File: src/rtl/axis_pkg.sv
// -----------------------------------------------------------------------------
// axis_pkg
// Shared definitions for the AXI-Stream width converters.
//   state_e             : packer FSM state (FILL = accumulating, HOLD = output
//                         register loaded and presented on the master side)
//   AXIS_S_TDATA_WIDTH  : default narrow (slave) data width
//   AXIS_M_TDATA_WIDTH  : default wide (master) data width, one AES block
// -----------------------------------------------------------------------------
package axis_pkg;

    typedef enum logic {
        FILL = 1'b0,
        HOLD = 1'b1
    } state_e;

    localparam int AXIS_S_TDATA_WIDTH = 32;
    localparam int AXIS_M_TDATA_WIDTH = 128;

endpackage

File: src/rtl/axis_upsizer.sv
// -----------------------------------------------------------------------------
// axis_upsizer
// Packs RATIO narrow AXI-Stream beats into one wide beat, little-endian: the
// k-th accepted beat of a group lands in lane k of m_tdata/m_tkeep. A group
// closes on its last lane or on s_tlast; unused upper lanes are zero.
//
// Ports
//   clk       : clock, all logic on posedge
//   rst_n     : asynchronous active-low reset
//   s_tvalid  : slave beat valid
//   s_tready  : slave ready (!m_tvalid || m_tready)
//   s_tdata   : slave data, S_TDATA_WIDTH bits
//   s_tkeep   : slave byte qualifiers
//   s_tlast   : slave packet end
//   m_tvalid  : master beat valid (registered)
//   m_tready  : master sink ready
//   m_tdata   : master data, S_TDATA_WIDTH*RATIO bits (registered)
//   m_tkeep   : master byte qualifiers (registered)
//   m_tlast   : master packet end (registered)
// -----------------------------------------------------------------------------
module axis_upsizer
    import axis_pkg::*;
#(
    parameter int S_TDATA_WIDTH = AXIS_S_TDATA_WIDTH,
    parameter int RATIO         = 4,
    localparam int M_TDATA_WIDTH = S_TDATA_WIDTH * RATIO
) (
    input  logic                         clk,
    input  logic                         rst_n,
    input  logic                         s_tvalid,
    output logic                         s_tready,
    input  logic [S_TDATA_WIDTH-1:0]     s_tdata,
    input  logic [S_TDATA_WIDTH/8-1:0]   s_tkeep,
    input  logic                         s_tlast,
    output logic                         m_tvalid,
    input  logic                         m_tready,
    output logic [M_TDATA_WIDTH-1:0]     m_tdata,
    output logic [M_TDATA_WIDTH/8-1:0]   m_tkeep,
    output logic                         m_tlast
);

    localparam int SK_W   = S_TDATA_WIDTH / 8;
    localparam int MK_W   = M_TDATA_WIDTH / 8;
    localparam int ACC_W  = S_TDATA_WIDTH * (RATIO - 1);
    localparam int ACCK_W = SK_W * (RATIO - 1);
    localparam int LANE_W = $clog2(RATIO);

    if ((S_TDATA_WIDTH < 8) || (S_TDATA_WIDTH % 8 != 0)) begin : g_bad_width
        $error("axis_upsizer: S_TDATA_WIDTH must be a non-zero multiple of 8");
    end
    if (RATIO < 2) begin : g_bad_ratio
        $error("axis_upsizer: RATIO must be at least 2");
    end

    state_e              state_q,    state_d;
    logic [LANE_W-1:0]   lane_q,     lane_d;
    logic [ACC_W-1:0]    acc_data_q, acc_data_d;
    logic [ACCK_W-1:0]   acc_keep_q, acc_keep_d;
    logic [M_TDATA_WIDTH-1:0] out_data_q, out_data_d;
    logic [MK_W-1:0]     out_keep_q, out_keep_d;
    logic                out_last_q, out_last_d;

    // Accumulator padded with an empty top lane so every lane index is legal
    // when assembling the closing beat.
    logic [M_TDATA_WIDTH-1:0] acc_data_ext;
    logic [MK_W-1:0]          acc_keep_ext;
    logic                     s_fire;
    logic                     m_fire;
    logic                     close;

    assign acc_data_ext = {{S_TDATA_WIDTH{1'b0}}, acc_data_q};
    assign acc_keep_ext = {{SK_W{1'b0}}, acc_keep_q};

    assign m_tvalid = (state_q == HOLD);
    assign s_tready = !m_tvalid || m_tready;
    assign s_fire   = s_tvalid && s_tready;
    assign m_fire   = m_tvalid && m_tready;
    assign close    = s_fire && ((lane_q == LANE_W'(RATIO - 1)) || s_tlast);

    assign m_tdata  = out_data_q;
    assign m_tkeep  = out_keep_q;
    assign m_tlast  = out_last_q;

    always_comb begin
        state_d    = state_q;
        lane_d     = lane_q;
        acc_data_d = acc_data_q;
        acc_keep_d = acc_keep_q;
        out_data_d = out_data_q;
        out_keep_d = out_keep_q;
        out_last_d = out_last_q;

        // A drain without a close empties the output; a close below overrides.
        if (m_fire) begin
            state_d = FILL;
        end

        if (s_fire) begin
            if (close) begin
                for (int k = 0; k < RATIO; k++) begin
                    if (LANE_W'(k) < lane_q) begin
                        out_data_d[k*S_TDATA_WIDTH +: S_TDATA_WIDTH] = acc_data_ext[k*S_TDATA_WIDTH +: S_TDATA_WIDTH];
                        out_keep_d[k*SK_W +: SK_W]                   = acc_keep_ext[k*SK_W +: SK_W];
                    end else if (LANE_W'(k) == lane_q) begin
                        out_data_d[k*S_TDATA_WIDTH +: S_TDATA_WIDTH] = s_tdata;
                        out_keep_d[k*SK_W +: SK_W]                   = s_tkeep;
                    end else begin
                        out_data_d[k*S_TDATA_WIDTH +: S_TDATA_WIDTH] = '0;
                        out_keep_d[k*SK_W +: SK_W]                   = '0;
                    end
                end
                out_last_d = s_tlast;
                lane_d     = '0;
                acc_data_d = '0;
                acc_keep_d = '0;
                state_d    = HOLD;
            end else begin
                for (int k = 0; k < RATIO - 1; k++) begin
                    if (LANE_W'(k) == lane_q) begin
                        acc_data_d[k*S_TDATA_WIDTH +: S_TDATA_WIDTH] = s_tdata;
                        acc_keep_d[k*SK_W +: SK_W]                   = s_tkeep;
                    end
                end
                lane_d = lane_q + 1'b1;
            end
        end
    end

    always_ff @(posedge clk or negedge rst_n) begin
        if (!rst_n) begin
            state_q    <= FILL;
            lane_q     <= '0;
            acc_data_q <= '0;
            acc_keep_q <= '0;
            out_data_q <= '0;
            out_keep_q <= '0;
            out_last_q <= 1'b0;
        end else begin
            state_q    <= state_d;
            lane_q     <= lane_d;
            acc_data_q <= acc_data_d;
            acc_keep_q <= acc_keep_d;
            out_data_q <= out_data_d;
            out_keep_q <= out_keep_d;
            out_last_q <= out_last_d;
        end
    end

endmodule

File: config.mk
export PLATFORM = sky130hd
export DESIGN_NAME = axis_upsizer
export DESIGN_NICKNAME = d
export VERILOG_FILES = /design/src/rtl/axis_pkg.sv /design/src/rtl/axis_upsizer.sv
export SDC_FILE = /design/constraint.sdc
export NUM_CORES = 1
export LEC_CHECK = 0
export CORE_MARGIN = 2
export CORE_UTILIZATION = 55
export CTS_BUF_LIST = sky130_fd_sc_hd__clkbuf_2
export DETAILED_ROUTE_END_ITERATION = 8
export PLACE_DENSITY_LB_ADDON = 0.08
export SLEW_MARGIN = 40
export SYNTH_ARGS = -nofsm -noshare
export SYNTH_HDL_FRONTEND = slang
export SYNTH_SLANG_ARGS = --single-unit
File: constraint.sdc
create_clock -name clk -period 4.6 [get_ports clk]
set_clock_uncertainty 0.05 [all_clocks]
set_input_delay 0.92 -clock clk [delete_from_list [all_inputs] [get_ports clk]]
set_output_delay 0.92 -clock clk [all_outputs]
set_load 0.02 [all_outputs]
### Word level (Yosys, flattened, before mapping)

Cells that the tools add are included.

* register bits: 256
* output and inout port bits: 147

* $add $sub $neg: 1
* $lt $le $gt $ge: 4
* equality and inequality tests: 4
* muxes and demuxes: 28
* reductions and logical operators: 14

Operator list (count)
* $mux W32: 11
* $mux W96: 1
* $mux W4: 11
* $mux W12: 1
* $reduce_and A2 Y1: 4
* $reduce_bool A2 Y1: 3
* $eq A2 B2 Y1 const A: 2
* $lt A1 B2 Y1 const A: 2
* $lt A2 B2 Y1 const A: 2
* $logic_and A1 B1 Y1: 3
* $mux W1: 3
* $add A2 B1 Y2 const B: 1
* $eq A1 B2 Y1 const A: 1
* $eq A2 B2 Y1 const B: 1
* $logic_not A2 Y1: 1
* $logic_or A1 B1 Y1: 2
* $mux W2: 1
* $logic_not A1 Y1: 1

### Longest topological paths before layout

Gate-level depths: netlist of run 1.

* depth after elaboration: 6
* mapped depth: 9
* gate-level depth less buffers: 5

### Worst setup path before layout of run 1

No wires, ideal clock.

* kind: register to register
* from: reg lane_q[1]
* to: reg out_data_q[10], in the netlist m_tdata[10]
* library setup time: 125 ps
* arrival time: 2155 ps
* required time: 4425 ps
* path slack: 2270 ps
* stages on the path, launching flop included: 9
* path buffers: 4
* cell sequence: dfrtp_1 > clkbuf_1 > clkbuf_1 > inv_1 > ha_1 > buf_2 > clkbuf_1 > mux2_2 > mux2_2

* cells in the longest elaborated chain, start to end: 4
* elaborated cells between the ends (all ways): 8
* classes of those cells: 1 x order compare; 1 x eq/ne; 2 x mux; 4 x reduce/logical

RTL lines
* start, declared: RTL line axis_upsizer.sv:56 `logic [LANE_W-1:0] lane_q, lane_d;`
* start signal, assigned: RTL line axis_upsizer.sv:140 `lane_q <= lane_d;`
* $eq A2 B2 Y1: RTL line axis_upsizer.sv:78 `assign close = s_fire && ((lane_q == LANE_W'(RATIO - 1)) || s_tlast);`
* $logic_or A1 B1 Y1: RTL line axis_upsizer.sv:78
* $logic_and A1 B1 Y1: RTL line axis_upsizer.sv:78
* $reduce_and A2 Y1 (no source line)
* end signal, assigned: RTL line axis_upsizer.sv:143 `out_data_q <= out_data_d;`
* end, declared: RTL line axis_upsizer.sv:59 `logic [M_TDATA_WIDTH-1:0] out_data_q, out_data_d;`

Parallel ways exist; a longest one is shown, timed or not.
A chain may end at the register's enable or synchronous reset.

### Worst setup path in the final report of run 1

* from: in m_tready
* to: out s_tready

* cells in the longest elaborated chain, start to end: 1

RTL lines
* start, declared: RTL line axis_upsizer.sv:36 `input logic m_tready,`
* $logic_or A1 B1 Y1: RTL line axis_upsizer.sv:75 `assign s_tready = !m_tvalid || m_tready;`
* end, declared: RTL line axis_upsizer.sv:31 `output logic s_tready,`

No other way between the ends.

==> metrics.log, run 1 <==
INFO  metric switching_share = 0.3647
INFO  metric flow.area_growth_from_synthesis = 23.01%
INFO  metric syn_nets = 898
INFO  metric holdBufCountCts = 0
INFO  metric cts_inserted_buffers = 67
INFO  metric synth_async_sr_flop_share = 1.000
INFO  metric hold_depth = 1
INFO  metric post_route_clock_period_utilization = 0.7905
INFO  metric placementRows = 51
INFO  metric power_density = 593.3 mW/mm^2
INFO  metric clock_path_buffers = 3
INFO  metric cts_tree = yes
INFO  metric place.gp.congestion = 0.7107
INFO  metric clk-insertion-delay-late = 0.75 ns
INFO  metric groute.usage.overall = 0.2569
INFO  metric maximum_number_of_pins_on_one_net_before_global_route_repair = 102
INFO  metric intPower = 0.005097 W
INFO  metric initial_core_util = 0.5631
INFO  metric seq_area_frac_synth = 0.5826
INFO  metric p_clk_frac = 0.177
INFO  metric comb_power_share = 0.407
INFO  metric total_leakage_power = 6.295 nW
INFO  metric crit_path_max_fanout = 9
INFO  metric setup_violations = 0
INFO  metric post_cts_resized = 0
INFO  metric ranking_of_synthesized_cells_by_area = sky130_fd_sc_hd__dfrtp_1, sky130_fd_sc_hd__mux2_2, sky130_fd_sc_hd__a22o_1, sky130_fd_sc_hd__nand2_1, sky130_fd_sc_hd__o21ai_0
INFO  metric synth-edff-count = 0
INFO  metric reg2regPathDepth = 5
INFO  metric fmax = 275.0 MHz
INFO  metric clock-sinks = 256
INFO  metric synth.yosys.warnings = 0
INFO  metric global_route_wire_length_before_repair = 43.79 mm
INFO  metric initialDrtViolationCount = 374
INFO  metric port_buffers = 187
INFO  metric fin_crit = 3.636 ns
INFO  metric drive_above_1_share = 0.2525
INFO  metric hold_class = flop to flop
INFO  metric yosysMostFrequentCell = sky130_fd_sc_hd__dfrtp_1
INFO  metric required = 3.63 ns
INFO  metric dieWidth = 145.4 um
INFO  metric drtAntennaViolNets = 0
INFO  metric number_of_global_route_vias_before_repair = 7951
INFO  metric vias = 7784
INFO  metric tns = 0 ns
INFO  metric dp_hpwl = 15.23 mm
INFO  metric type_of_the_worst_setup_path = input pin to output pin
INFO  metric clock_tree.root_cell = sky130_fd_sc_hd__clkbuf_2
INFO  metric yosys.area.top_type_share = 0.5826
INFO  metric synth_top_flop_cell = sky130_fd_sc_hd__dfrtp_1
INFO  metric synthDistinctLibCells = 24
INFO  metric hold_violations = 0
INFO  metric netlist_area_before_placement = 0.01100 sq mm
INFO  metric maxCapViolCount = 0
INFO  metric final-max-slew-violation-count = 0
INFO  metric top_cells_by_count_synth = sky130_fd_sc_hd__dfrtp_1, sky130_fd_sc_hd__a22o_1, sky130_fd_sc_hd__nand2_1
INFO  metric end_kind = output pin
INFO  metric remaining_drc_errors = 0
INFO  metric dr.pass1.iters = 5
INFO  metric worstReg2RegEnd = m_tdata[42]
INFO  metric hold_path.startpoint = acc_data_q[14]
INFO  metric grt_remaining_overflow = 0
INFO  metric cts.htree.levels = 3
INFO  metric status = finished, final reports clean
INFO  metric clock_pin_transition_on_the_worst_setup_and_hold_timing_paths = 0.09 ns
INFO  metric finish.net_count = 1101
INFO  metric leading_area_contributor_after_synthesis = sky130_fd_sc_hd__dfrtp_1
INFO  metric worstHoldEndpoint = acc_data_q[14]
INFO  metric timing.max_slew.rel_slack = 0.4668
INFO  metric floorplan.die.height = 145.4 um
INFO  metric aggregate_routed_wire_length = 26.68 mm
INFO  metric detail_route.wl_per_cell = 19.63 um
INFO  metric total_switching_power = 0.002927 W
INFO  metric tightest_slew = 0.7981 ns
INFO  metric setup.reg_to_reg.worst_slack = 1.43 ns
INFO  metric design_area = 0.01353 sq mm
INFO  metric io_pins = 188
INFO  metric rsz0062_at_grt = false
INFO  metric syn_avg_cell_area = 12.91 sq um
INFO  metric postCtsSetupRepairBufs = 0
INFO  metric worstPathArrival = 2.67 ns
INFO  metric drt-vias-per-instance = 5.728
INFO  metric dpl-instance-area = 0.01295 sq mm
INFO  metric die_ar = 0.02114 sq mm
INFO  metric number_of_synthesized_register_bits = 256
INFO  metric power.ir.vdd_worst = 0.3396 mV
INFO  metric antenna_found_initial = 1
INFO  metric worst_setup_path_start_kind = input pin
INFO  metric rr_startpoint = lane_q[1]
INFO  metric p_seq_frac = 0.416
INFO  metric gate_count_of_the_mapped_netlist = 852
INFO  metric floorplan.core_area = 0.01953 sq mm
cell families after synthesis:
family	count (synthesis)	share of synthesized area
adders and majority gates	5	0.005690
DFF	256	0.5826
muxes	146	0.1538
AOI/OAI and AO/OA	220	0.1537
buffers and inverters	74	0.04358
and+or+nand+nor	151	0.06054
worst max-delay path by stage:
stage,cells past startpoint,start,end
after floorplan,8,lane_q[1],m_tdata[10]
after global placement,4,m_tready,s_tready
after detailed placement,4,m_tready,s_tready
after CTS,4,m_tready,s_tready
after global routing,4,m_tready,s_tready
final,4,m_tready,s_tready
worst max-delay path, stage by stage:
cell and delay [ns]:
sky130_fd_sc_hd__clkdlybuf4s50_1 0.39, sky130_fd_sc_hd__nor2b_1 0.62, sky130_fd_sc_hd__inv_6 0.14, sky130_fd_sc_hd__clkdlybuf4s50_1 0.58
cell usage in the layout, fill, tap and decap left out, types with 8 or more instances in the layout:
cell type	instances
sky130_fd_sc_hd__a22o_1	148
sky130_fd_sc_hd__buf_4	12
sky130_fd_sc_hd__clkbuf_2	98
sky130_fd_sc_hd__clkdlybuf4s50_1	186
sky130_fd_sc_hd__clkinv_1	8
sky130_fd_sc_hd__dfrtp_1	255
sky130_fd_sc_hd__mux2_2	132
sky130_fd_sc_hd__mux2_4	13
sky130_fd_sc_hd__nand2_1	139
sky130_fd_sc_hd__o21ai_0	69
sequential cells by signal (all words and copies together), names as in the netlist:
register	flops
m_tkeep	16
m_tlast	1
acc_data_q	96
m_tdata	128
m_tvalid	1
acc_keep_q	12
lane_q	2
metrics by stage:
step,hold slack (ns),utilization,std cells,power [W],setup WS (ns)
6_report,0.4514,0.6927,1359,0.008024,0.9635
5_1_grt,0.4689,0.6927,1359,0.008482,0.9066
4_1_cts,0.09482,0.6899,1356,0.008086,0.9619
3_5_place_dp,0.4282,0.6631,1249,0.006633,0.9551
3_3_place_gp,0.4286,0.6626,1249,0.006560,0.9553
2_1_floorplan,0.4120,-,852,0.005206,2.270
layer usage:
metal  routed length [um]  up-vias  part of all wire  GRT usage
li1                     -     3507                 -          -
met1                11910     3970              0.45     0.3762
met2                12640      271              0.47     0.3874
met3                 1735       36             0.065    0.06552
met4                  393        0             0.015    0.06716
met5                    0        -                 0          0
cell type report:
cell class | count | area (sq um)
Antenna cell | 1 | 2.502
Clock buffer | 98 | 490.5
Clock inverter | 9 | 33.78
Fill cell | 1528 | 6001
Inverter | 4 | 20.02
Multi-Input combinational cell | 522 | 4175
Sequential cell | 256 | 6407
Tap cell | 265 | 331.6
Timing Repair Buffer | 204 | 2064
power by group through the flow:
stage / registers, W / logic (W) / clock network, W
3_3_place_gp: 0.00336 / 0.00320 / 0
2_1_floorplan: 0.00380 / 0.00140 / 0
4_1_cts: 0.00333 / 0.00328 / 0.00147
5_1_grt: 0.00342 / 0.00347 / 0.00158
3_5_place_dp: 0.00336 / 0.00327 / 0
6_report: 0.00334 / 0.00327 / 0.00142
Power figures use the tool's default switching activity.
==> run 2: changes to the inputs <==
--- a/config.mk
+++ b/config.mk
@@ -6,7 +6,7 @@
 export NUM_CORES = 1
 export LEC_CHECK = 0
 export CORE_MARGIN = 2
-export CORE_UTILIZATION = 55
+export CORE_UTILIZATION = 50
 export CTS_BUF_LIST = sky130_fd_sc_hd__clkbuf_2
 export DETAILED_ROUTE_END_ITERATION = 8
 export PLACE_DENSITY_LB_ADDON = 0.08
==> constraint.sdc (replaced) <==
create_clock -name clk -period 2.99 [get_ports clk]
set_clock_uncertainty 0.05 [all_clocks]
set_input_delay 0.598 -clock clk [delete_from_list [all_inputs] [get_ports clk]]
set_output_delay 0.598 -clock clk [all_outputs]
set_load 0.02 [all_outputs]
==> run 2 against run 1 <==
Global-route usage is 2.2 points lower; count of clock-buffer cells in the layout up 1; largest cell class unchanged; sequential share of layout area is 0.41 points lower; core utilization shrank 6.4 points; setup slack worse by 0.71 ns; non-clock buffer count is 14 higher; highest routed layer is now met5; sequential cell count unchanged; critical path type is now flop to output pin; worst hold slack got worse by 0.12 ns.
==> metrics.log, run 2 (synthesis results as in run 1) <==
INFO  metric status = finished, final reports clean
INFO  metric io_pins = 188 (unchanged)
INFO  metric maxCapViolCount = 0 (unchanged)
INFO  metric dr.pass1.iters = 5 (unchanged)
INFO  metric intPower = 0.007891 W (+55%)
INFO  metric initialDrtViolationCount = 345 (-7.8%)
INFO  metric drtAntennaViolNets = 0 (unchanged)
INFO  metric aggregate_routed_wire_length = 26.85 mm (+0.65%)
INFO  metric reg2regPathDepth = 5 (unchanged)
INFO  metric global_route_wire_length_before_repair = 44.04 mm (+0.57%)
INFO  metric hold_violations = 0 (unchanged)
INFO  metric postCtsSetupRepairBufs = 0 (unchanged)
INFO  metric design_area = 0.01364 sq mm (+0.88%)
INFO  metric layout_commonest_cell = sky130_fd_sc_hd__dfrtp_1
INFO  metric route.met2.wl = 12.22 mm (-3.3%)
INFO  metric switching_share = 0.3629 (-0.001889)
INFO  metric fin_crit = 2.741 ns
INFO  metric tightest_slew = 0.7246 ns (-0.07352 ns)
INFO  metric tns = 0 ns (unchanged)
INFO  metric end_kind = output pin
INFO  metric clk-insertion-delay-late = 0.80 ns (+0.05 ns)
INFO  metric dpl-instance-area = 0.01311 sq mm (+1.2%)
INFO  metric num-fill-cells = 1743 (+14%)
INFO  metric placementRows = 54 (+5.9%)
INFO  metric rsz0062_at_grt = false
INFO  metric place.gp.congestion = 0.6923 (-2.6%)
INFO  metric flow.area_growth_from_synthesis = 24.09%
INFO  metric met1_length = 12.50 mm (+5.0%)
INFO  metric antenna_found_initial = 2 (+1)
INFO  metric post_cts_resized = 0 (unchanged)
INFO  metric setup_violations = 0 (unchanged)
INFO  metric floorplan.core_area = 0.02169 sq mm (+11%)
INFO  metric cts_tree = yes
INFO  metric floorplan.die.height = 152.3 um (+4.7%)
INFO  metric detail_route.wl_per_cell = 19.35 um (-1.5%)
INFO  metric vias = 7757 (-0.35%)
INFO  metric total_switching_power = 0.004494 W (+54%)
INFO  metric worstReg2RegEnd = m_tdata[73]
INFO  metric dieWidth = 152.3 um (+4.7%)
INFO  metric p_seq_frac = 0.411 (-0.005)
INFO  metric drt-vias-per-instance = 5.589 (-2.4%)
INFO  metric most-common-layout-cells = sky130_fd_sc_hd__dfrtp_1, sky130_fd_sc_hd__clkdlybuf4s50_1, sky130_fd_sc_hd__a22o_1
INFO  metric p_clk_frac = 0.180 (+0.003)
INFO  metric worst_setup_path_start_kind = flop
INFO  metric number_of_global_route_vias_before_repair = 7854 (-1.2%)
INFO  metric setup.reg_to_reg.worst_slack = 0.66 ns (-0.77 ns)
INFO  metric fmax = 364.8 MHz
INFO  metric grt_remaining_overflow = 0 (unchanged)
INFO  metric wl_met3 = 1.560 mm (-10%)
INFO  metric initial_core_util = 0.5070 (-0.05614)
INFO  metric holdBufCountCts = 1 (+1)
INFO  metric clock_tree.root_cell = sky130_fd_sc_hd__clkbuf_2
INFO  metric port_buffers = 187 (unchanged)
INFO  metric total_leakage_power = 6.373 nW (+1.2%)
INFO  metric finish.net_count = 1115 (+1.3%)
INFO  metric groute.usage.overall = 0.2348 (-0.02207)
INFO  metric drive_above_1_share = 0.2629 (+0.01036)
INFO  metric die_ar = 0.02319 sq mm (+9.7%)
INFO  metric clock_path_buffers = 3 (unchanged)
INFO  metric timing.max_slew.rel_slack = 0.5158 (+0.04896)
INFO  metric dp_hpwl = 16.47 mm (+8.2%)
INFO  metric hold_class = input pin to async pin
INFO  metric highest-signal-layer = met5
INFO  metric power.ir.vdd_worst = 0.4348 mV (+28%)
INFO  metric clock_pin_transition_on_the_worst_setup_and_hold_timing_paths = 0.11 ns (+0.02 ns)
INFO  metric crit_path_max_fanout = 9 (unchanged)
INFO  metric post_route_clock_period_utilization = 0.9168
INFO  metric cts.htree.levels = 3 (unchanged)
INFO  metric worstPathArrival = 2.09 ns (-0.58 ns)
INFO  metric type_of_the_worst_setup_path = flop to output pin
INFO  metric rr_startpoint = lane_q[1]
INFO  metric comb_power_share = 0.408 (about the same)
INFO  metric required = 2.34 ns (-1.29 ns)
INFO  metric remaining_drc_errors = 0 (unchanged)
INFO  metric power_density = 907.7 mW/mm^2 (+53%)
INFO  metric cts_inserted_buffers = 67 (unchanged)
INFO  metric final-max-slew-violation-count = 0 (unchanged)
INFO  metric clock-sinks = 256 (unchanged)
INFO  metric maximum_number_of_pins_on_one_net_before_global_route_repair = 83 (-19%)
INFO  metric largest_reg_flops = 128 (unchanged)
==> run 2: changes by cell type in the layout (fill, tap and decap cells not counted) <==
cell | previous run | this run
sky130_fd_sc_hd__and3_2 | 0 | 1
sky130_fd_sc_hd__and3_4 | 1 | 0
sky130_fd_sc_hd__buf_12 | 3 | 6
sky130_fd_sc_hd__buf_16 | 1 | 0
sky130_fd_sc_hd__buf_4 | 12 | 24
sky130_fd_sc_hd__clkbuf_2 | 98 | 99
sky130_fd_sc_hd__clkinv_1 | 8 | 7
sky130_fd_sc_hd__ha_2 | 2 | 4
sky130_fd_sc_hd__ha_4 | 2 | 0
==> run 2: layout make-up <==
cell class | count | area, sq um | area share
diodes | 1 | 2.502 | 0.0001834
clock inverters | 8 | 30.03 | 0.002201
clock buffers | 99 | 495.5 | 0.03631
repair buffers | 218 | 2187 | 0.1603
inverters | 4 | 20.02 | 0.001467
multi-input cells | 522 | 4151 | 0.3043
well taps | 280 | 350.3 | 0.02568
flip-flops and latches | 256 | 6407 | 0.4696
==> run 2: worst max-delay path, cell delays in order, from the launching register on <==
cell                              delay (ns)
sky130_fd_sc_hd__dfrtp_1                0.34
sky130_fd_sc_hd__nor2b_1                0.32
sky130_fd_sc_hd__inv_6                  0.11
sky130_fd_sc_hd__clkdlybuf4s50_1        0.56
==> run 2: power by group through the flow <==
stage	registers (W)	clock network (W)	logic [W]
after floorplan	0.00585	0	0.00216
after global placement	0.00515	0	0.00502
after detailed placement	0.00515	0	0.00510
after CTS	0.00510	0.00232	0.00511
after global routing	0.00522	0.00249	0.00541
final	0.00509	0.00223	0.00505
==> run 2: metrics by stage <==
stage / total power [W] / cells / utilization / hold slack [ns] / setup WS, ns
2_1_floorplan: 0.008010 / 852 / - / 0.2524 / 0.6599
3_3_place_gp: 0.01017 / 1279 / 0.6043 / 0.4294 / 0.3858
3_5_place_dp: 0.01025 / 1279 / 0.6043 / 0.4278 / 0.3534
4_1_cts: 0.01254 / 1387 / 0.6290 / 0.3183 / 0.1460
5_1_grt: 0.01312 / 1388 / 0.6291 / 0.3546 / 0.09501
6_report: 0.01238 / 1388 / 0.6291 / 0.3307 / 0.2487
==> run 2: worst max-delay path by stage <==
stage / start / end / slack, ns / depth (start not counted)
finish: m_tvalid / s_tready / 0.25 / 3
CTS: m_tvalid / s_tready / 0.15 / 3
floorplan: lane_q[1] / m_tdata[10] / 0.66 / 8
detailed placement: m_tready / s_tready / 0.35 / 4
global placement: m_tready / s_tready / 0.39 / 4
global route: m_tvalid / s_tready / 0.1 / 3
==> run 2: routing by layer <==
metal,global-route usage,up-vias
met5,0,-
met1,0.3335,3939
met2,0.3526,239
li1,-,3539
met4,0.08411,2
met3,0.06030,38
==> run 3: changes to the inputs <==
--- a/config.mk
+++ b/config.mk
@@ -5,6 +5,7 @@
 export SDC_FILE = /design/constraint.sdc
 export NUM_CORES = 1
 export LEC_CHECK = 0
+export ABC_AREA = 1
 export CORE_MARGIN = 2
 export CORE_UTILIZATION = 50
 export CTS_BUF_LIST = sky130_fd_sc_hd__clkbuf_2
==> run 3 against run 2 <==
Sequential power fell by 12%; sequential cell count did not move; area after synthesis rose by 3.5%; highest routed layer is now met4; largest power group unchanged; critical endpoint unchanged; count of clock-buffer cells in the layout grew 7.
==> metrics.log, run 3 <==
INFO  metric status = finished, final reports clean
INFO  metric setup_violations = 0 (unchanged)
INFO  metric final-max-slew-violation-count = 0 (unchanged)
INFO  metric design_power_total = 0.01012 W (-18%)
INFO  metric flow.area_growth_from_synthesis = 23.75%
INFO  metric seq_area_frac_synth = 0.5630 (-0.01960)
INFO  metric worstSetupStartpoint = m_tvalid
INFO  metric utilization = 0.6257 (-0.003366)
INFO  metric clock_path_buffers = 3 (unchanged)
INFO  metric placementRows = 55 (+1.9%)
INFO  metric rsz0062_at_grt = false
INFO  metric yosys.area_share.adder = 0.005498 (-0.0001914)
INFO  metric yosys.area.top_type_share = 0.5630 (-0.01960)
INFO  metric global_route_wire_length_before_repair = 52.18 mm (+18%)
INFO  metric maximum_number_of_pins_on_one_net_before_global_route_repair = 87 (+4.8%)
INFO  metric cts_tree = yes
INFO  metric leading_area_contributor_after_synthesis = sky130_fd_sc_hd__dfrtp_1
INFO  metric layout.cells.non_filler = 1924 (+39%)
INFO  metric maxCapViolCount = 0 (unchanged)
INFO  metric dr.pass1.iters = 5 (unchanged)
INFO  metric initial_core_util = 0.5056 (-0.001337)
INFO  metric vias = 10180 (+31%)
INFO  metric rr_startpoint = lane_q[1]
INFO  metric clk-insertion-delay-late = 0.83 ns (+0.03 ns)
INFO  metric hold_class = input pin to async pin
INFO  metric finish.net_count = 1633 (+46%)
INFO  metric dieWidth = 154.9 um (+1.7%)
INFO  metric detail_route.wl_per_cell = 16.51 um (-15%)
INFO  metric netlist_area_before_placement = 0.01138 sq mm (+3.5%)
INFO  metric aggregate_routed_wire_length = 31.77 mm (+18%)
INFO  metric timing.max_slew.rel_slack = 0.5695 (+0.05377)
INFO  metric dp_hpwl = 18.91 mm (+15%)
INFO  metric clock_pin_transition_on_the_worst_setup_and_hold_timing_paths = 0.10 ns (about the same)
INFO  metric drtAntennaViolNets = 0 (unchanged)
INFO  metric ranking_of_synthesized_cells_by_area = sky130_fd_sc_hd__dfrtp_1, sky130_fd_sc_hd__nand2_1, sky130_fd_sc_hd__nand4_1, sky130_fd_sc_hd__o21ai_0, sky130_fd_sc_hd__buf_2
INFO  metric syn_nets = 1446 (+61%)
INFO  metric synth.yosys.warnings = 0 (unchanged)
INFO  metric power.ir.vdd_worst = 0.3228 mV (-26%)
INFO  metric largest_family_of_logic_cells_by_synthesized_area = simple AND/OR/NAND/NOR gates
INFO  metric tns = 0 ns (unchanged)
INFO  metric floorplan.die.height = 154.9 um (+1.7%)
INFO  metric place.gp.congestion = 0.7776 (+12%)
INFO  metric worstPathArrival = 2.03 ns (-0.06 ns)
INFO  metric worst_setup_path_endpoint = s_tready
INFO  metric synthXorXnorAreaFrac = 0 (unchanged)
INFO  metric synth_async_sr_flop_share = 1.000 (unchanged)
INFO  metric worstReg2RegEnd = m_tdata[71]
INFO  metric synth_top_flop_cell = sky130_fd_sc_hd__dfrtp_1
INFO  metric crit_path_max_fanout = 4 (-5)
INFO  metric setup.reg_to_reg.worst_slack = 0.63 ns (-0.03 ns)
INFO  metric hold_violations = 0 (unchanged)
INFO  metric reg2regPathDepth = 6 (+1)
INFO  metric initialDrtViolationCount = 700 (+100%)
INFO  metric end_kind = output pin
INFO  metric drt-vias-per-instance = 5.290 (-5.3%)
INFO  metric clock-sinks = 256 (unchanged)
INFO  metric yosysMostFrequentCell = sky130_fd_sc_hd__nand2_1
INFO  metric tightest_slew = 0.6457 ns (-0.07893 ns)
INFO  metric top_cells_by_count_synth = sky130_fd_sc_hd__nand2_1, sky130_fd_sc_hd__dfrtp_1, sky130_fd_sc_hd__o21ai_0
INFO  metric synthDistinctLibCells = 18 (-25%)
INFO  metric groute.usage.overall = 0.2710 (+0.03624)
INFO  metric clock_tree.root_cell = sky130_fd_sc_hd__clkbuf_2
INFO  metric synth-edff-count = 0 (unchanged)
INFO  metric die_ar = 0.02398 sq mm (+3.4%)
INFO  metric final.hold.worst_slack = 0.2255 ns (-0.1051 ns)
INFO  metric number_of_synthesized_register_bits = 256 (unchanged)
INFO  metric remaining_drc_errors = 0 (unchanged)
INFO  metric post_route_clock_period_utilization = 0.8952 (-0.02167)
INFO  metric total_leakage_power = 7.420 nW (+16%)
INFO  metric io_pins = 188 (unchanged)
INFO  metric dpl.cell_count = 1800 (+41%)
INFO  metric synth_compound_area_frac = 0.04981 (-0.1039)
INFO  metric type_of_the_worst_setup_path = flop to output pin
INFO  metric required = 2.34 ns (about the same)
INFO  metric worst_setup_path_start_kind = flop
INFO  metric layout_commonest_cell = sky130_fd_sc_hd__nand2_1
INFO  metric antenna_found_initial = 1 (-1)
INFO  metric cts_inserted_buffers = 69 (+3.0%)
INFO  metric gate_count_of_the_mapped_netlist = 1400 (+64%)
INFO  metric postCtsSetupRepairBufs = 0 (unchanged)
INFO  metric fmax = 373.6 MHz (+2.4%)
INFO  metric largest_reg_flops = 128 (unchanged)
INFO  metric syn_avg_cell_area = 8.127 sq um (-37%)
INFO  metric number_of_global_route_vias_before_repair = 10010 (+27%)
INFO  metric most-common-layout-cells = sky130_fd_sc_hd__nand2_1, sky130_fd_sc_hd__dfrtp_1, sky130_fd_sc_hd__clkdlybuf4s50_1
INFO  metric fin_crit = 2.677 ns (-0.06479 ns)
INFO  metric cts.htree.levels = 3 (unchanged)
INFO  metric num-fill-cells = 2043 (+17%)
INFO  metric drive_above_1_share = 0.09585 (-0.1670)
INFO  metric grt_remaining_overflow = 0 (unchanged)
INFO  metric port_buffers = 187 (unchanged)
INFO  metric power_density = 718.8 mW/mm^2 (-21%)
INFO  metric floorplan.core_area = 0.02250 sq mm (+3.8%)
INFO  metric synthSimpleGateAreaFrac = 0.3223 (+0.2618)
INFO  metric synth.area.mux_share = 0 (-0.1538)
## run 3: cell count changes in the layout (fill, tap and decap cells not counted), sizes merged, moves of 5 or more
cell    before  now
o21ai       69  110
a22o       148    0
clkbuf      99  106
nand4        0  108
inv          5   47
nand2      139  734
clkinv       7   12
nand3        1   38
mux2       145    0
## run 3: timing repair
action                                  CTS  global route
endpoints found under the setup margin    0             0
resized for setup                         0             0
hold buffers                              1             0
hold endpoints to repair                 59             0
## run 3: metrics by stage
stage	instance area (sq um)	worst slack [ns]
2_1_floorplan	11380	1.244
3_3_place_gp	13450	0.4785
3_5_place_dp	13450	0.4901
4_1_cts	14080	0.2386
5_1_grt	14080	0.1964
6_report	14080	0.3135
## run 3: how the worst min path moves through the flow
stage	startpoint	to	slack (ns)	cells after the start
after floorplan	rst_n	acc_data_q[0]	0.25	0
after global placement	m_tdata[102]	m_tdata[102]	0.40	2
after detailed placement	m_tkeep[9]	m_tkeep[9]	0.41	2
after CTS	rst_n	acc_data_q[5]	0.21	2
after global routing	rst_n	acc_data_q[5]	0.23	2
final	rst_n	acc_data_q[5]	0.23	2
## run 3: final cells by class
cell class | instances | area [sq um] | share of cell area
inverters | 44 | 165.2 | 0.01173
diodes | 1 | 2.502 | 0.0001777
clock buffers | 106 | 530.5 | 0.03768
repair buffers | 217 | 2217 | 0.1575
clock inverters | 16 | 87.58 | 0.006220
well taps | 285 | 356.6 | 0.02532
flip-flops and latches | 256 | 6407 | 0.4550
multi-input cells | 999 | 4314 | 0.3064
## run 3: power breakdown
group / internal [W] / switching, W
logic: 0.00121 / 0.00198
registers: 0.00409 / 0.000380
clock network: 0.00102 / 0.00145
## run 3: routing by layer
metal | part of all wire | track usage
met1 | 0.44 | 0.3687
met2 | 0.48 | 0.4364
met3 | 0.070 | 0.06017
met4 | 0.015 | 0.08907
met5 | 0 | 0
## run 3: worst max-delay path: stages, from the launching register on
cell and delay, ns:
sky130_fd_sc_hd__dfrtp_1 0.43, sky130_fd_sc_hd__nand2_1 0.15, sky130_fd_sc_hd__clkdlybuf4s50_1 0.62
## run 3: logic make-up (layout without fill, tap and decap cells)
kind of cell	Yosys count	in the layout
AO/OA/AOI/OAI	111	111
flip-flops	256	256
other	0	1
adder cells (fa/ha/maj)	5	5
buffers and inverters	145	383
AND/OR/NAND/NOR	883	883
